File: config.mk
export PLATFORM = sky130hd
export DESIGN_NAME = layer_sequencer
export DESIGN_NICKNAME = d
export VERILOG_FILES = /design/src/rtl/nn_pkg.sv /design/src/rtl/nn_quant.sv /design/src/rtl/layer_sequencer.sv
export SDC_FILE = /design/constraint.sdc
export NUM_CORES = 1
export LEC_CHECK = 0
export ABC_AREA = 1
export CELL_PAD_IN_SITES_DETAIL_PLACEMENT = 0
export CELL_PAD_IN_SITES_GLOBAL_PLACEMENT = 1
export CORE_AREA = 2 2 202 155
export CTS_BUF_LIST = sky130_fd_sc_hd__clkbuf_2
export CTS_CLUSTER_SIZE = 24
export DETAILED_ROUTE_END_ITERATION = 6
export DIE_AREA = 0 0 204 157
export GPL_TIMING_DRIVEN = 0
export MAX_ROUTING_LAYER = met4
export PLACE_DENSITY_LB_ADDON = 0.25
export SETUP_SLACK_MARGIN = 0.5
export SLEW_MARGIN = 0
export SYNTH_ARGS = -nofsm -noshare
export SYNTH_HDL_FRONTEND = slang
export SYNTH_SLANG_ARGS = --single-unit
export TNS_END_PERCENT = 5
File: constraint.sdc
create_clock -name clk -period 8.2 [get_ports clk]
set_input_delay 1.23 -clock clk [delete_from_list [all_inputs] [get_ports clk]]
set_output_delay 1.23 -clock clk [all_outputs]
set_load 0.05 [all_outputs]
File: src/rtl/nn_pkg.sv
// Shared definitions for the dense-layer sequencers: datapath widths,
// default accumulator/quantizer sizes, FSM encodings and the quantizer.
package nn_pkg;

  localparam int ACT_W     = 8;
  localparam int W_W       = 8;
  localparam int B_W       = 16;
  localparam int ACC_W_DEF = 23;
  localparam int FRAC_DEF  = 6;
  // Widest accumulator the quantize function accepts.
  localparam int Q_MAX_W   = 64;

  typedef enum logic [2:0] {
    S_IDLE  = 3'd0,
    S_ACC   = 3'd1,
    S_QUANT = 3'd2,
    S_EMIT  = 3'd3,
    S_DONE  = 3'd4
  } state_t;

  // ReLU + round-half-up + saturate to 0..127. The accumulator arrives
  // zero-extended to Q_MAX_W bits; acc_w tells where its sign bit sits.
  // Bit frac+7 is part of the overflow test, so the rounded field can only
  // reach 128 from 127 + round bit, which is clamped back to 127.
  function automatic logic [ACT_W-1:0] q(input logic [Q_MAX_W-1:0] s,
                                         input int acc_w,
                                         input int frac);
    logic [Q_MAX_W-1:0] body;
    logic [Q_MAX_W-1:0] high;
    logic [ACT_W-1:0]   mag;
    logic               rnd;
    logic [ACT_W:0]     sum;
    body = s & ((64'd1 << (acc_w - 1)) - 64'd1);
    high = body >> (frac + ACT_W - 1);
    mag  = ACT_W'(s >> frac);
    if (frac > 0) begin
      rnd = 1'(s >> (frac - 1));
    end else begin
      rnd = 1'b0;
    end
    sum = {1'b0, mag} + {{ACT_W{1'b0}}, rnd};
    if (1'(s >> (acc_w - 1)) == 1'b1) begin
      q = 8'd0;
    end else if (high != 64'd0) begin
      q = 8'd127;
    end else if (sum > 9'd127) begin
      q = 8'd127;
    end else begin
      q = sum[ACT_W-1:0];
    end
  endfunction

endpackage

File: src/rtl/nn_quant.sv
// Combinational layer quantizer: signed accumulator in, 8-bit activation out.
// Shared by every layer sequencer that uses the common fixed-point format.
module nn_quant
  import nn_pkg::*;
#(
  parameter int ACC_W = ACC_W_DEF,
  parameter int FRAC  = FRAC_DEF
) (
  input  logic [ACC_W-1:0] acc,
  output logic [7:0]       q_out
);

  logic [Q_MAX_W-1:0] acc_ext_s;

  // Widen the accumulator and apply the shared quantize function.
  always_comb begin
    acc_ext_s            = '0;
    acc_ext_s[ACC_W-1:0] = acc;
    q_out                = q(acc_ext_s, ACC_W, FRAC);
  end

endmodule

File: src/rtl/layer_sequencer.sv
// Dense-layer sequencer: one signed 8x8 MAC shared across all OUT_N neurons.
// Each neuron reads IN_N weights and a bias, accumulates, quantizes and
// hands one activation downstream over a valid/ready handshake.
module layer_sequencer
  import nn_pkg::*;
#(
  parameter int IN_N  = 15,
  parameter int OUT_N = 32,
  parameter int ACC_W = ACC_W_DEF,
  parameter int FRAC  = FRAC_DEF,
  localparam int WA_W = (IN_N * OUT_N > 1) ? $clog2(IN_N * OUT_N) : 1,
  localparam int BA_W = (OUT_N > 1) ? $clog2(OUT_N) : 1
) (
  input  logic                  clk,
  input  logic                  reset,
  input  logic                  start,
  input  logic [IN_N*ACT_W-1:0] in_act,
  output logic                  busy,
  output logic                  w_rd_en,
  output logic [WA_W-1:0]       w_addr,
  input  logic [W_W-1:0]        w_data,
  output logic                  b_rd_en,
  output logic [BA_W-1:0]       b_addr,
  input  logic [B_W-1:0]        b_data,
  output logic                  out_valid,
  input  logic                  out_ready,
  output logic [ACT_W-1:0]      out_data,
  output logic [BA_W-1:0]       out_idx,
  output logic                  done
);

  localparam int KW = $clog2(IN_N + 1);

  state_t                  state_r;
  // Latched activations; rotated one element per MAC so element k-1 is
  // always in the low byte, and back in original order after IN_N steps.
  logic [IN_N*ACT_W-1:0]   act_r;
  logic [ACC_W-1:0]        acc_r;
  logic [KW-1:0]           k_r;
  logic [BA_W-1:0]         neuron_r;

  logic signed [15:0]      prod_s;
  logic [ACC_W-1:0]        acc_base_s;
  logic [ACC_W-1:0]        acc_next_s;
  logic [KW-1:0]           k_next_s;
  logic                    rd_more_s;
  logic [ACT_W-1:0]        q_s;

  nn_quant #(
    .ACC_W (ACC_W),
    .FRAC  (FRAC)
  ) u_quant (
    .acc   (acc_r),
    .q_out (q_s)
  );

  // MAC: product of current activation and returning weight, seeded with the bias on step 1.
  always_comb begin
    prod_s = 16'($signed(act_r[ACT_W-1:0])) * 16'($signed(w_data));
    if (k_r == KW'(1'b1)) begin
      acc_base_s = ACC_W'($signed(b_data));
    end else begin
      acc_base_s = acc_r;
    end
    acc_next_s = acc_base_s + ACC_W'(prod_s);
    k_next_s   = k_r + KW'(1'b1);
    rd_more_s  = (k_next_s < KW'(IN_N));
  end

  // Sequencer FSM with all outputs registered.
  always_ff @(posedge clk) begin
    if (!reset) begin
      state_r   <= S_IDLE;
      act_r     <= '0;
      acc_r     <= '0;
      k_r       <= '0;
      neuron_r  <= '0;
      busy      <= 1'b0;
      w_rd_en   <= 1'b0;
      w_addr    <= '0;
      b_rd_en   <= 1'b0;
      b_addr    <= '0;
      out_valid <= 1'b0;
      out_data  <= '0;
      out_idx   <= '0;
      done      <= 1'b0;
    end else begin
      case (state_r)
        S_IDLE: begin
          done <= 1'b0;
          if (start) begin
            act_r    <= in_act;
            neuron_r <= '0;
            k_r      <= '0;
            busy     <= 1'b1;
            w_rd_en  <= 1'b1;
            w_addr   <= '0;
            b_rd_en  <= 1'b1;
            b_addr   <= '0;
            state_r  <= S_ACC;
          end
        end
        S_ACC: begin
          b_rd_en <= 1'b0;
          if (k_r != '0) begin
            acc_r <= acc_next_s;
            act_r <= (IN_N*ACT_W)'({act_r[ACT_W-1:0], act_r} >> ACT_W);
          end
          if (k_r == KW'(IN_N)) begin
            k_r     <= '0;
            w_rd_en <= 1'b0;
            state_r <= S_QUANT;
          end else begin
            k_r     <= k_next_s;
            w_rd_en <= rd_more_s;
            if (rd_more_s) begin
              w_addr <= w_addr + WA_W'(1'b1);
            end
          end
        end
        S_QUANT: begin
          out_data  <= q_s;
          out_idx   <= neuron_r;
          out_valid <= 1'b1;
          state_r   <= S_EMIT;
        end
        S_EMIT: begin
          // Everything holds while stalled; no memory reads are issued.
          if (out_ready) begin
            out_valid <= 1'b0;
            if (neuron_r == BA_W'(OUT_N - 1)) begin
              done    <= 1'b1;
              state_r <= S_DONE;
            end else begin
              neuron_r <= neuron_r + BA_W'(1'b1);
              b_addr   <= neuron_r + BA_W'(1'b1);
              b_rd_en  <= 1'b1;
              w_rd_en  <= 1'b1;
              w_addr   <= w_addr + WA_W'(1'b1);
              k_r      <= '0;
              state_r  <= S_ACC;
            end
          end
        end
        S_DONE: begin
          done    <= 1'b0;
          busy    <= 1'b0;
          state_r <= S_IDLE;
        end
        default: begin
          busy      <= 1'b0;
          w_rd_en   <= 1'b0;
          b_rd_en   <= 1'b0;
          out_valid <= 1'b0;
          done      <= 1'b0;
          state_r   <= S_IDLE;
        end
      endcase
    end
  end

endmodule

== After elaboration in Yosys (flattened, before gate mapping) ==
Cells that the tools add are included.
Cells by class
  eq/ne operators: 15
  order comparisons: 2
  bitwise operators: 4
  reductions and logical operators: 20
  multipliers: 1
  multiplexer cells: 39
  add/subtract/negate cells: 5
Operators by type and width (count)
  120-bit 2-to-1 mux: 2
  120-bit one-hot mux with 2 select lines: 1
  64-bit nonzero test: 1
  9-bit 2-to-1 mux: 5
  9-bit one-hot mux with 3 select lines: 1
  8-bit 2-to-1 mux: 3
  23-bit adder: 1
  23-bit 2-to-1 mux: 1
  8-bit by 8-bit multiplier with 16-bit output: 1
  4-bit 2-to-1 mux: 4
  2-bit != test, second input constant: 8
  5-bit 2-to-1 mux: 3
  3-bit 2-to-1 mux: 4
  3-bit one-hot mux with 4 select lines: 1
  4-bit one-hot mux with 3 select lines: 1
  4-bit AND reduction: 3
  5-bit one-hot mux with 2 select lines: 1
  8-bit by 1-bit adder with 9-bit output: 1
  9-bit by 1-bit adder with 9-bit output, second input constant: 1
  9-bit by 7-bit > comparator with 1-bit output, second input constant: 1
  3-bit AND reduction: 3
  1-bit 2-to-1 mux: 7
  3-bit by 2-bit equality test with 1-bit output, second input constant: 2
  1-bit one-hot mux with 3 select lines: 2
  other kinds (19): 28
Word-level totals
  input bits: 148
  word-level logic and storage cells: 99
  bits in registers: 182

== Longest topological paths before layout ==
Gate-level depths: netlist (run 1).
  word-level depth: 5
  mapped depth: 35

== Modules after synthesis ==
From an unflattened synthesis (run 1), not the netlist that was laid out.
Second synthesis, totals
  cell total of the unflattened synthesis: 1686
  area total of the unflattened synthesis: 12213.0 µm²
Modules (own cells, without submodules)
  layer_sequencer: times used 1, area an instance 11877.6 µm², cells each 1618, seq. area each 3643.5 µm²
  nn_quant: times used 1, area an instance 335.3 µm², cells each 68, seq. area each 0.0 µm²

== Least setup slack after synthesis (run 1) ==
No wires, ideal clock.
  kind: input-to-reg
  start point: input port w_data[1]
  end point: register acc_r[21]
  setup slack: 1779 ps
  cell stages on the path: 33
  buffers on the path: 1
  data arrival time: 6312 ps
  cell sequence: clkbuf_1 nand2_1 fa_1 inv_1 fa_1 inv_1 fa_1 fa_1 inv_1 ha_1 nand2_1 o21ai_0 a21oi_1 o21bai_1 a21oi_1 o21bai_1 nand2_1 nand2_1 a21oi_1 xnor2_1 ha_1 a21oi_1 o21ai_0 a21oi_1 nand2_1 nand3_1 nand2_1 nand2_1 nand2_1 nand2_1 nand3_1 nand2_1 inv_1
Between the ends
  cells in the longest elaborated chain, start to end: 2
RTL lines
  start: declaration: RTL line layer_sequencer.sv:21  | input logic [W_W-1:0] w_data,
  8-bit by 8-bit multiplier with 16-bit output: RTL line layer_sequencer.sv:59  | prod_s = 16'($signed(act_r[ACT_W-1:0])) * 16'($signed(w_data));
  23-bit adder: RTL line layer_sequencer.sv:65  | acc_next_s = acc_base_s + ACC_W'(prod_s);
  end signal: assignment: RTL line layer_sequencer.sv:106  | acc_r <= acc_next_s;
  end: declaration: RTL line layer_sequencer.sv:38  | logic [ACC_W-1:0] acc_r;
Every way passes these cells.
A chain may end at the register's enable or synchronous reset.

== Final worst setup path (run 1) ==
  start point: input port w_data[7]
  end point: register acc_r[20]
The elaborated chain is that of the path after synthesis.

==> qor.yml, run 1 <==
final_layout:
  nNetsFinal: 2111
  final_core_utilization: 0.492
  synthToLayoutAreaGrowth_pct: 20.9
  layoutNonFillerInstCount: 2270
  drive_above_1_share: 0.0494
  design_area_um2: 14700
timing:
  worst-slew-pin-transition_ps: 654
  finalSetupViolCount: 0
  tns_ps: 0
  fin_crit_sh: 0.839
  timing.final.crit_period_ps: 6880
  slew_headroom: 0.564
  rsz0062_at_grt: "false"
  maxSlewViolCount: 0
  whs_ps: 449
  fmax_ghz: 0.145
  finalHoldViolations: 0
  skew_ps: 56.1
  fin_ws_ps: 1320
setup_path:
  worst_setup_path_end_kind: "flop"
  cp.required_ps: 8870
  crit_path_max_incr_delay_ps: 610
  critPathMostFrequentCell: "inv_1"
  crit_family: "adder cells"
  crit_arrival_ps: 7550
  worst_path_max_delay_cell: "fa_1"
  path_buf_inv: 7
  cp-start-kind: "primary input"
  critPathMaxFanout: 8
  critical_path_class: "in -> reg"
run:
  drv_cap: 0
logic_synthesis:
  synth.top_cell.area_share: 0.300
  synth_common_cells: "inv_1 (346), a211oi_1 (241), nand2_1 (223)"
  syn_nets: 1920
  synth.most_common_cell: "inv_1"
  ys_types: 40
  post_synth.cell_area_avg_um2: 7.34
  synth_top_cell_by_area: "dfxtp_1"
  synth_area_um2: 12200
  ys_top_cells_by_area: "dfxtp_1 (30%), a211oi_1 (15%), inv_1 (11%)"
  synth-main-ff-cell: "dfxtp_1"
  ys_ff_latch: 182
  synth_cells: 1657
  synthArstFlopShare: 0
  seq_area_frac_synth: 0.300
  synth-edff-count: 0
  yosysWarnings: 0
floorplanning:
  num_rows: 55
  die_h_um: 157
  die_width_um: 204
  start_util: 0.407
  die_area_um2: 32000
  num_io_pins: 180
  core-area_um2: 29900
worst_hold_path:
  hp-class: "reg -> reg"
run_status:
  status: "finished, final reports clean"
clocking:
  ctsHoldBuffers: 0
  cts_resized: 0
  cts.path.max_buffers: 2
  cts_setup_buffers: 0
  worstSkewPairLatency_ps: 760
  numCtsBuffers: 17
  htreeDepth: 4
  clock_sinks: 182
  cts-root-buf: "clkbuf_2"
  path_clk_slew_ps: 300
  cts_tree: "yes"
place:
  placed_area_um2: 14400
  hpwl_um: 27300
  port_buffers: 172
  placedCellCount: 2228
  gp_congestion: 0.882
  place_ws_ps: 626
pwr:
  swShare: 0.483
  power.leakage_nw: 6.58
  ir_drop_uv: 195
  power_mw: 4.10
  switchingPower_mw: 1.98
  clock_power_share: 0.135
  power.density_nw_per_um2: 279
  p_seq_frac: 0.255
  p_comb_frac: 0.611
  p_int_mw: 2.12
drt:
  viasPerCell: 5.00
  drt_pass1_iterations: 7
  drc_errors: 0
  drt-total-wl_um: 34400
  routedWlPerCell_um: 15.1
  drt_iter0_markers: 628
  num_vias: 11359
  drtAntennaViolNets: 0
global_route:
  grt_usage: 0.228
  grt_pass1_vias: 11199
  grt_pass1_wl_um: 56600
  grt_max_degree: 19
  gr-total-overflow: 0
  antenna_found_initial: 10
## placed cells by master (no fill, tap or decap), drive strengths merged
cell type	synthesis	final
inv	354	361
a211oi	241	241
nand2	233	233
nor2	191	191
dfxtp	182	182
clkdlybuf4s50	0	172
clkbuf	71	89
a21oi	68	68
o21ai	68	68
ha	59	59
fa	56	56
nand3	43	43
buf	23	23
xor2	18	18
xnor2	11	11
diode	0	10
nor3	10	10
o211ai	5	5
or2	5	5
clkinv	2	5
a31oi	4	4
o21bai	3	3
a21o	3	3
bufinv	0	3
nor4	2	2
nand4	2	2
nor2b	1	1
nor3b	1	1
a22oi	1	1
clkinvlp	0	1
## power groups by stage
stage / registers [mW] / logic [mW] / clock network (mW)
final: 1.04 / 2.50 / 0.552
after floorplan: 1.08 / 1.87 / 0
after CTS: 1.05 / 2.51 / 0.568
after global routing: 1.06 / 2.87 / 0.604
after detailed placement: 1.06 / 2.48 / 0
after global placement: 1.06 / 2.45 / 0
## routing by layer
layer | vias up | wire [µm] | track usage
met2 | 235 | 14800 | 0.346
met5 | - | 0 | -
met1 | 5357 | 17200 | 0.319
li1 | 5743 | - | -
met3 | 24 | 1910 | 0.0387
met4 | 0 | 459 | 0.0442
## final cells by class
class	count	area, µm²
multi-input combinational	1025	6790
timing repair buffer	172	1720
antenna	10	25.0
buffer	94	388
inverter	356	1340
tap	399	499
clock inverter	14	210
clock buffer	18	90.1
sequential	182	3640
fill	3058	15200
## state kept, by name, summed over array words and instances, names as in the netlist, 3 cells and up
signal and flops:
acc_r 23, w_addr 9, act_r 120, state_r 3
k_r 4, neuron_r 5, out_idx 5, out_data 8
## cells by family (layout without fill, tap and decap cells)
group | after synthesis | count (layout) | synth area share
DFF | 182 | 182 | 0.300
adders and majority gates | 115 | 115 | 0.153
buffers and inverters | 450 | 654 | 0.142
and+or+nand+nor | 488 | 488 | 0.167
xor gates and xnor gates | 29 | 29 | 0.0209
AOI/OAI and AO/OA | 393 | 393 | 0.217
other | 0 | 10 | 0
## worst paths after layout
kind | startpoint | endpoint | slack [ps] | depth (start not counted)
worst max-delay path | w_data[7] | acc_r[20]$_SDFFE_PN0P_ | 1320 | 30
worst min-delay path | out_data[7]$_SDFFE_PN0P_ | out_data[7]$_SDFFE_PN0P_ | 450 | 2
worst max register to register | act_r[7]$_SDFFE_PN0P_ | acc_r[20]$_SDFFE_PN0P_ | 1720 | 30
worst min register to register | out_data[7]$_SDFFE_PN0P_ | out_data[7]$_SDFFE_PN0P_ | 450 | 2
## worst min-delay path: stages, from the launching register on
cell     delay [ps]
dfxtp_1         380
nand2_1          50
nor2_1           30
No activity file was read; power rests on OpenSTA's default activity.
==> run 2: changes to the inputs <==
Settings changed: CORE_AREA 2 2 202 155 to 2 2 213 162, DIE_AREA 0 0 204 157 to 0 0 215 164.
Clock period 8.2 ns to 6.2 ns, I/O delays scaled along.
==> run 2 against run 1 <==
Total power grew 44%. Worst setup slack lost 770 ps. First-iteration DRC count shrank 1.9%. Via count shrank 2.3%. Critical path depth is the same. Combinational power grew 52%. Critical path type is now reg -> reg.
==> qor.yml, run 2 (synthesis gave the netlist of run 1 again) <==
run_status:
  status: "finished, final reports clean"  # unchanged
setup_path:
  cp-start-kind: "flop"  # was primary input
  critPathMostFrequentCell: "fa_1"  # was inv_1
  cp.required_ps: 6910  # was 8870 ps
  critPathMaxFanout: 9  # was 8
  worst_path_max_delay_cell: "fa_1"  # unchanged
  crit_arrival_ps: 6350  # was 7550 ps
  critical_path_class: "reg -> reg"  # was in -> reg
  worst_setup_path_end_kind: "flop"  # unchanged
  crit_path_max_incr_delay_ps: 540  # was 610 ps
floorplanning:
  num_io_pins: 180  # unchanged
  core-area_um2: 33200  # was 29900 µm²
  die_width_um: 215  # was 204 µm
  die_area_um2: 35300  # was 32000 µm²
  start_util: 0.366  # was 0.407
  num_rows: 58  # was 55
  die_h_um: 164  # was 157 µm
global_route:
  grt_pass1_vias: 11017  # was 11199
  grt_max_degree: 19  # unchanged
  gr-total-overflow: 0  # unchanged
  grt_pass1_wl_um: 56600  # about the same
  antenna_found_initial: 5  # was 10
  grt_usage: 0.207  # was 0.228
clocking:
  path_clk_slew_ps: 330  # was 300 ps
  cts_tree: "yes"  # unchanged
  clock_sinks: 182  # unchanged
  htreeDepth: 4  # unchanged
  numCtsBuffers: 17  # unchanged
  cts-root-buf: "clkbuf_2"  # unchanged
  ctsHoldBuffers: 0  # unchanged
  worstSkewPairLatency_ps: 830  # was 760 ps
  cts.path.max_buffers: 2  # unchanged
timing:
  slew_headroom: 0.546  # was 0.564
  whs_ps: 456  # was 449 ps
  rsz0062_at_grt: "true"  # was false
  timing.final.crit_period_ps: 5650
  fmax_ghz: 0.177
  fin_crit_sh: 0.911
  maxSlewViolCount: 0  # unchanged
  skew_ps: 63.0  # was 56.1 ps
  finalSetupViolCount: 0  # unchanged
  finalHoldViolations: 0  # unchanged
  worst-slew-pin-transition_ps: 681  # was 654 ps
  fin_ws_ps: 552  # was 1320 ps
  tns_ps: 0  # unchanged
final_layout:
  drive_above_1_share: 0.0888  # was 0.0494
  design_area_um2: 15200  # was 14700 µm²
  synthToLayoutAreaGrowth_pct: 24.9  # was 20.9%
  top_regs: "act_r: 120 flops, acc_r: 23 flops, w_addr: 9 flops"  # unchanged
  final_common_cell: "inv_1"  # unchanged
  layoutNonFillerInstCount: 2325  # was 2270
  mostFrequentLayoutCells: "inv_1 (342), a211oi_1 (241), nand2_1 (212), nor2_1 (181), dfxtp_1 (178)"  # was inv_1 (346), a211oi_1 (241), nand2_1 (223), nor2_1 (187), dfxtp_1 (182)
  final_core_utilization: 0.457  # was 0.492
  regMostFlops: "act_r"  # unchanged
  largest_register_ffs: 120  # unchanged
  nNetsFinal: 2119  # was 2111
drt:
  routedWlPerCell_um: 15.0  # was 15.1 µm
  drc_errors: 0  # unchanged
  drt_pass1_iterations: 5  # was 7
  drt_iter0_markers: 616  # was 628
  drtAntennaViolNets: 0  # unchanged
  num_vias: 11098  # was 11359
  viasPerCell: 4.77  # was 5.00
  drt-total-wl_um: 34900  # was 34400 µm
pwr:
  power.leakage_nw: 6.70  # was 6.58 nW
  power.density_nw_per_um2: 390  # was 279 nW/µm²
  power_mw: 5.92  # was 4.10 mW
  ir_drop_uv: 288  # was 195 µV
worst_hold_path:
  hp-class: "reg -> reg"  # unchanged
place:
  placed_area_um2: 14600  # was 14400 µm²
  placedCellCount: 2279  # was 2228
  gp_congestion: 0.865  # was 0.882
  port_buffers: 172  # unchanged
  hpwl_um: 27700  # was 27300 µm
  place_ws_ps: -717  # was 626 ps
run:
  drv_cap: 0  # unchanged
-- run 2: changes by cell type in the layout (fill, tap and decap cells not counted), sizes merged --
| cell | previous run | this run |
|---|---|---|
| buf | 23 | 35 |
| clkbuf | 89 | 84 |
| clkdlybuf4s50 | 172 | 171 |
| clkinv | 5 | 8 |
| diode | 10 | 6 |
| dlygate4sd2 | 0 | 1 |
| inv | 361 | 359 |
-- run 2: final timing paths --
path                            cells past startpoint                startpoint  slack, ps                        to
worst min register to register                      2  out_data[7]$_SDFFE_PN0P_        460  out_data[7]$_SDFFE_PN0P_
worst max register to register                     30     act_r[7]$_SDFFE_PN0P_        550    acc_r[17]$_SDFFE_PN0P_
worst max-delay path                               30     act_r[7]$_SDFFE_PN0P_        550    acc_r[17]$_SDFFE_PN0P_
worst min-delay path                                2  out_data[7]$_SDFFE_PN0P_        460  out_data[7]$_SDFFE_PN0P_
-- run 2: worst max-delay path: cells and delay by family (launching register included) --
family,cells,cell delay [ps]
adders and majority gates,6,2660
and+or+nand+nor,11,1070
AOI/OAI and AO/OA,7,890
DFF,1,410
buffers and inverters,5,370
xor gates and xnor gates,1,130
-- run 2: metal layers --
layer | wire, µm | global-route usage
met2 | 15000 | 0.313
met4 | 448 | 0.0439
met5 | 0 | -
met3 | 1140 | 0.0298
met1 | 18300 | 0.295
-- run 2: where the power goes --
| group | leakage [nW] | internal, mW | total (mW) | switching (mW) |
|---|---|---|---|---|
| Combinational | 5.03 | 1.51 | 3.80 | 2.29 |
| Sequential | 1.50 | 1.33 | 1.38 | 0.0513 |
| Clock | 0.168 | 0.245 | 0.737 | 0.492 |
-- run 2: layout make-up --
type,instances,area [µm²]
clock inverter,15,211
timing repair buffer,180,1780
inverter,356,1340
buffer,94,477
multi-input combinational,1025,7060
antenna,6,15.0
fill,3479,18100
tap,450,563
clock buffer,17,85.1
sequential,182,3650
-- run 2: what timing repair did --
action | 4_1_cts | 5_1_grt
resized for setup | 30 | 43
endpoints found under the hold margin | 0 | 0
pin swaps | 10 | 30
endpoints found under the setup margin | 9 | 9
buffers inserted | 2 | 6
==> run 3: changes to the inputs <==
Settings changed: REMOVE_ABC_BUFFERS from default to 1.
==> run 3 against run 2 <==
Routed wire length shrank 17%. Combinational power decreased by 5.5%. Die area is the same. Clock power fell by 16%. Cell count shrank 3.4%. Worst setup slack gained 13 ps. Register-to-register slack improved by 110 ps. Non-clock buffer count down 76. Sequential share of layout area grew 0.76 points. Global-route usage shrank 3.2 points. Clock skew down 18 ps. Critical endpoint is now acc_r[19]$_SDFFE_PN0P_.
==> qor.yml, run 3 (synthesis gave the netlist of run 1 again) <==
place:
  gp_congestion: 0.843  # was 0.865
  hpwl_um: 20800  # was 27700 µm
  place_ws_ps: -1140  # was -717 ps
  placed_area_um2: 14300  # was 14600 µm²
  port_buffers: 179  # was 172
drt:
  drt_iter0_markers: 528  # was 616
  drt-total-wl_um: 29100  # was 34900 µm
  routedWlPerCell_um: 13.0  # was 15.0 µm
  drc_errors: 0  # unchanged
  num_vias: 10573  # was 11098
  viasPerCell: 4.71  # was 4.77
  drtAntennaViolNets: 0  # unchanged
  drt_pass1_iterations: 4  # was 5
floorplanning:
  num_io_pins: 180  # unchanged
  die_h_um: 164  # unchanged
  core-area_um2: 33200  # unchanged
  die_area_um2: 35300  # unchanged
  die_width_um: 215  # unchanged
  start_util: 0.366  # unchanged
  num_rows: 58  # unchanged
setup_path:
  critical_path_class: "in -> reg"  # was reg -> reg
  crit_path_max_incr_delay_ps: 600  # was 540 ps
  cp.required_ps: 6980  # was 6910 ps
  crit_arrival_ps: 6410  # was 6350 ps
  cp-start-kind: "primary input"  # was flop
  worst_setup_path_end_kind: "flop"  # unchanged
  critPathMaxFanout: 8  # was 9
  worst-r2r-cell-count: 30  # unchanged
  crit_start: "w_data[5]"  # was act_r[7]$_SDFFE_PN0P_
  r2r-end: "acc_r[19]$_SDFFE_PN0P_"  # was acc_r[17]$_SDFFE_PN0P_
  reg2reg_slack_ps: 660  # was 550 ps
  rr_startpoint: "act_r[2]$_SDFFE_PN0P_"  # was act_r[7]$_SDFFE_PN0P_
  worst_path_max_delay_cell: "fa_1"  # unchanged
timing:
  finalSetupViolCount: 0  # unchanged
  timing.final.crit_period_ps: 5630  # was 5650 ps
  rsz0062_at_grt: "true"  # unchanged
  slew_headroom: 0.310  # was 0.546
  worst-slew-pin-transition_ps: 1030  # was 681 ps
  whs_ps: 457  # was 456 ps
  fmax_ghz: 0.177  # about the same
  skew_ps: 44.8  # was 63.0 ps
  maxSlewViolCount: 0  # unchanged
  fin_ws_ps: 565  # was 552 ps
  fin_crit_sh: 0.909  # was 0.911
  tns_ps: 0  # unchanged
  finalHoldViolations: 0  # unchanged
clocking:
  worstSkewPairLatency_ps: 840  # was 830 ps
  cts_tree: "yes"  # unchanged
  cts.path.max_buffers: 2  # unchanged
  path_clk_slew_ps: 280  # was 330 ps
  numCtsBuffers: 17  # unchanged
  clock_sinks: 182  # unchanged
  ctsHoldBuffers: 0  # unchanged
  htreeDepth: 4  # unchanged
  cts-root-buf: "clkbuf_2"  # unchanged
final_layout:
  nNetsFinal: 2043  # was 2119
  synthToLayoutAreaGrowth_pct: 21.9  # was 24.9%
  top_regs: "act_r: 120 flops, acc_r: 23 flops, w_addr: 9 flops"  # unchanged
  drive_above_1_share: 0.0775  # was 0.0888
  regMostFlops: "act_r"  # unchanged
  largest_register_ffs: 120  # unchanged
  design_area_um2: 14800  # was 15200 µm²
  final_common_cell: "inv_1"  # unchanged
  mostFrequentLayoutCells: "inv_1 (343), a211oi_1 (241), nand2_1 (212), nor2_1 (183), dfxtp_1 (174)"  # was inv_1 (342), a211oi_1 (241), nand2_1 (212), nor2_1 (181), dfxtp_1 (178)
worst_hold_path:
  hp-start: "out_data[7]$_SDFFE_PN0P_"  # unchanged
  hp-class: "reg -> reg"  # unchanged
  holdPathEnd: "out_data[7]$_SDFFE_PN0P_"  # unchanged
  whs_path_depth: 2  # unchanged
pwr:
  p_comb_frac: 0.640  # was 0.642
  power.leakage_nw: 6.54  # was 6.70 nW
  p_seq_frac: 0.250  # was 0.234
  ir_drop_uv: 334  # was 288 µV
  swShare: 0.481  # was 0.478
  switchingPower_mw: 2.70  # was 2.83 mW
  p_int_mw: 2.91  # was 3.09 mW
  power.density_nw_per_um2: 379  # was 390 nW/µm²
  clock_power_share: 0.110  # was 0.125
run:
  drv_cap: 0  # unchanged
global_route:
  grt_pass1_vias: 10147  # was 11017
  grt_usage: 0.175  # was 0.207
  gr-total-overflow: 0  # unchanged
  antenna_found_initial: 4  # was 5
  grt_pass1_wl_um: 49100  # was 56600 µm
  grt_max_degree: 135  # was 19
run_status:
  status: "finished, final reports clean"  # unchanged
==> run 3: changes by cell type in the layout (fill, tap and decap cells not counted), moves of 4 or more <==
cell / before / now
dfxtp_1: 178 / 174
buf_2: 22 / 0
buf_16: 0 / 4
dfxtp_2: 4 / 0
dlygate4sd2_1: 1 / 5
clkbuf_1: 56 / 0
dfxtp_4: 0 / 8
==> run 3: how the worst max path moves through the flow <==
stage	slack, ps	end	depth (start not counted)
2_1_floorplan	-1320	act_r[0]$_SDFFE_PN0P_	9
3_3_place_gp	-4770	act_r[8]$_SDFFE_PN0P_	10
3_5_place_dp	-1140	acc_r[20]$_SDFFE_PN0P_	30
4_1_cts	500	acc_r[20]$_SDFFE_PN0P_	32
5_1_grt	350	acc_r[20]$_SDFFE_PN0P_	29
6_report	570	acc_r[19]$_SDFFE_PN0P_	31
==> run 3: repair_timing <==
| action | in CTS | in global routing |
|---|---|---|
| resized for setup | 37 | 44 |
| setup endpoints to repair | 10 | 10 |
| cloned | 0 | 0 |
| pin swaps | 10 | 34 |
| setup buffers | 9 | 6 |
==> run 3: layout make-up <==
type / count / area [µm²]
clock buffer: 17 / 85.1
sequential: 182 / 3670
antenna: 4 / 10.0
inverter: 356 / 1350
tap: 450 / 563
multi-input combinational: 1025 / 6990
fill: 3514 / 18400
clock inverter: 15 / 141
timing repair buffer: 198 / 2000
==> run 3: routing by layer <==
layer	GRT usage	wire (µm)	up-vias
li1	-	-	5592
met1	0.232	14700	4855
met2	0.273	12900	113
met3	0.0406	1240	13
met4	0.0411	240	0
met5	-	0	-
==> run 3: stage by stage <==
| stage | power [mW] | cells | util |
|---|---|---|---|
| floorplan | 3.89 | 1563 | - |
| global route | 6.24 | 2247 | 0.446 |
| global placement | 4.59 | 2192 | 0.425 |
| CTS | 5.38 | 2237 | 0.440 |
| finish | 5.61 | 2247 | 0.446 |
| detailed placement | 4.57 | 2196 | 0.429 |
==> run 3: critical path: cells and delay by family <==
kind	cells	cell delay [ps]
adder cells (fa/ha/maj)	6	2740
AND/OR/NAND/NOR	12	950
AO/OA/AOI/OAI	9	1140
XOR/XNOR	1	120
buffers and inverters	3	530
==> run 3: power by group through the flow <==
stage               combinational, mW  clock [mW]  sequential (mW)
floorplan                        2.44           0             1.44
global placement                 3.16           0             1.43
detailed placement               3.14           0             1.43
CTS                              3.31       0.663             1.41
global route                     4.12       0.700             1.42
finish                           3.59       0.617             1.40
==> RTL change, RTL diff (config.mk and constraints of run 2) <==
Set the package constant `W_W` to 10 (it was 8).
--- a/src/rtl/nn_pkg.sv
+++ b/src/rtl/nn_pkg.sv
@@ -3,7 +3,7 @@
 package nn_pkg;
 
   localparam int ACT_W     = 8;
-  localparam int W_W       = 8;
+  localparam int W_W       = 10;
   localparam int B_W       = 16;
   localparam int ACC_W_DEF = 23;
   localparam int FRAC_DEF  = 6;
Ports: changed (resized w_data); port bits go from 180 to 182. No check against the original RTL was run, so the function may have changed too.
==> RTL change against run 2 <==
- die area unchanged
- final area increased by 0.70%
- setup slack got worse by 69 ps
- sequential cell count unchanged
- via count increased by 2.7%
- global-route usage increased by 0.69 points
- synthesized area increased by 1.7%
- clock power decreased by 14%
- cell count increased by 1.7%
- wire length increased by 4.0%
- total power decreased by 5.1%
- critical endpoint is now acc_r[22]
- largest power group unchanged
==> RTL change: results (changes against run 2) <==
** Run status
- Outcome :: finished clean (unchanged)

** Cells and area
- Fraction of layout instances using a drive strength above 1 :: 8.31% (was 8.88%)

** Placed design
- The weighted congestion reported at the end of routability-driven placement came to 0.880 (was 0.865).
- Count of buffers from port buffering :: 171 (was 172)
- The HPWL after detailed placement was 28.1 mm (was 27.7 mm).
- The pre-CTS worst setup slack came to -326 ps (was -717 ps).
- The post-place instance area came to 14,700 µm² (was 14,600 µm²).

** Synthesis
- The net count after synthesis came to 1,960 (was 1,920).
- The number of different library cells in the post-synthesis netlist was 43 (was 40).
- The mean instance size in the synthesized netlist is 7.32 µm² (was 7.34 µm²).
- The fraction of the mapped netlist area in compound gates was 21.6% (was 21.7%).
- Synth top cells by count :: inv_1 (365), a211oi_1 (240), nand2_1 (212), nor2_1 (183), dfxtp_1 (182) (was inv_1 (346), a211oi_1 (241), nand2_1 (223), nor2_1 (187), dfxtp_1 (182))
- Parity-gate share of the synthesized area counting xor and xnor cells :: 2.27% (was 2.09%)

** Hold path
- End of the worst hold path :: out_data[7] (unchanged)

** CTS
- The clock edge transition at the registers on the reported setup and hold paths is 290 ps (was 330 ps).
- The insertion delay to the later sink of the worst-skew pair is 870 ps (was 830 ps).

** Global route
- The initial antenna violation count is 13 (was 5).
- Pin count of the biggest net entering global routing :: 17 (was 19)
- Global-route wire length before repair :: 58.3 mm (was 56.6 mm)

** Route
- Final routed wirelength across all metal layers :: 36.3 mm (was 34.9 mm)
- Starting DRC count in detailed routing :: 596 (was 616)
- Post-detailed-route wirelength per cell :: 15.4 µm (was 15.0 µm)
- Detailed Routing Iterations Pass 1 :: 6 (was 5)

** Setup path
- Last element of the critical path :: acc_r[22] (was acc_r[17])
- The cell count of the worst reg-to-reg path is 33 (was 30).
- Biggest cell delay along the critical path :: 500 ps (was 540 ps)
- The maximum fanout along the worst path is 5 (was 9).
- WP data arrival :: 6490 ps (was 6350 ps)
- R2R Setup Slk :: 480 ps (was 550 ps)

** STA
- The minimum period implied by the final worst setup slack is 5720 ps (was 5650 ps).
- The actual transition at the worst max-transition pin was 752 ps (was 681 ps).
- The worst-case clock skew came to 73.3 ps (was 63.0 ps).

** Power
- IR drop worst, VDD :: 0.000210 V (was 0.000288 V)
- Reported leakage power :: 6.84 nW (was 6.70 nW)
-- RTL change: cell count changes after synthesis, moves of 4 or more --
cell,run 2,this run
inv_1,346,365
nand2_1,223,212
nand3_1,40,49
a21oi_1,66,74
o21ai_0,59,65
fa_1,56,61
nor3_1,8,13
buf_1,0,4
nor2_1,187,183
-- RTL change: what timing repair did --
item / in CTS / in global routing
setup endpoints to repair: 12 / 13
resized for setup: 37 / 45
pin swaps: 25 / 30
setup buffers: 7 / 5
-- RTL change: where the power goes --
| group | switching [mW] | internal, mW | total, mW |
|---|---|---|---|
| Sequential | 0.0600 | 1.35 | 1.41 |
| Combinational | 2.18 | 1.39 | 3.57 |
| Clock | 0.478 | 0.154 | 0.633 |
| Total | 2.72 | 2.89 | 5.61 |
-- RTL change: kinds of logic after synthesis --
family / after synthesis
simple gates: 484
fa+ha+maj: 121
buf+inv: 468
xor+xnor: 32
compound gates: 402
flops: 182
-- RTL change: layer usage --
layer	vias up	part of all wire, %	GRT usage, %	wire [µm]
li1	5851	-	-	-
met3	16	4.4	4.31	1610
met5	-	0	-	0
met1	5349	51	29.6	18500
met4	0	0.51	3.92	187
met2	184	44	32.8	16000
-- RTL change: through the flow --
step                      power, mW  hold WS, ps
after floorplan                3.79          444
after global placement         4.55          423
after detailed placement       4.57          436
after CTS                      5.38          468
after global routing           6.15          497
final                          5.61          465
-- RTL change: area by class of cell --
class | count | area [µm²]
clock inverters | 12 | 119
repair buffers | 183 | 1800
inverters | 371 | 1400
fillers | 3430 | 17900
plain buffers | 97 | 447
diodes | 13 | 32.5
multi-input cells | 1039 | 7190
well taps | 450 | 563
flip-flops and latches | 182 | 3650
clock buffers | 18 | 90.1
-- RTL change: worst min-delay path, delay by kind of cell, from the launching register on --
family        cells  cell delay [ps]
flops             1              370
simple gates      2               90
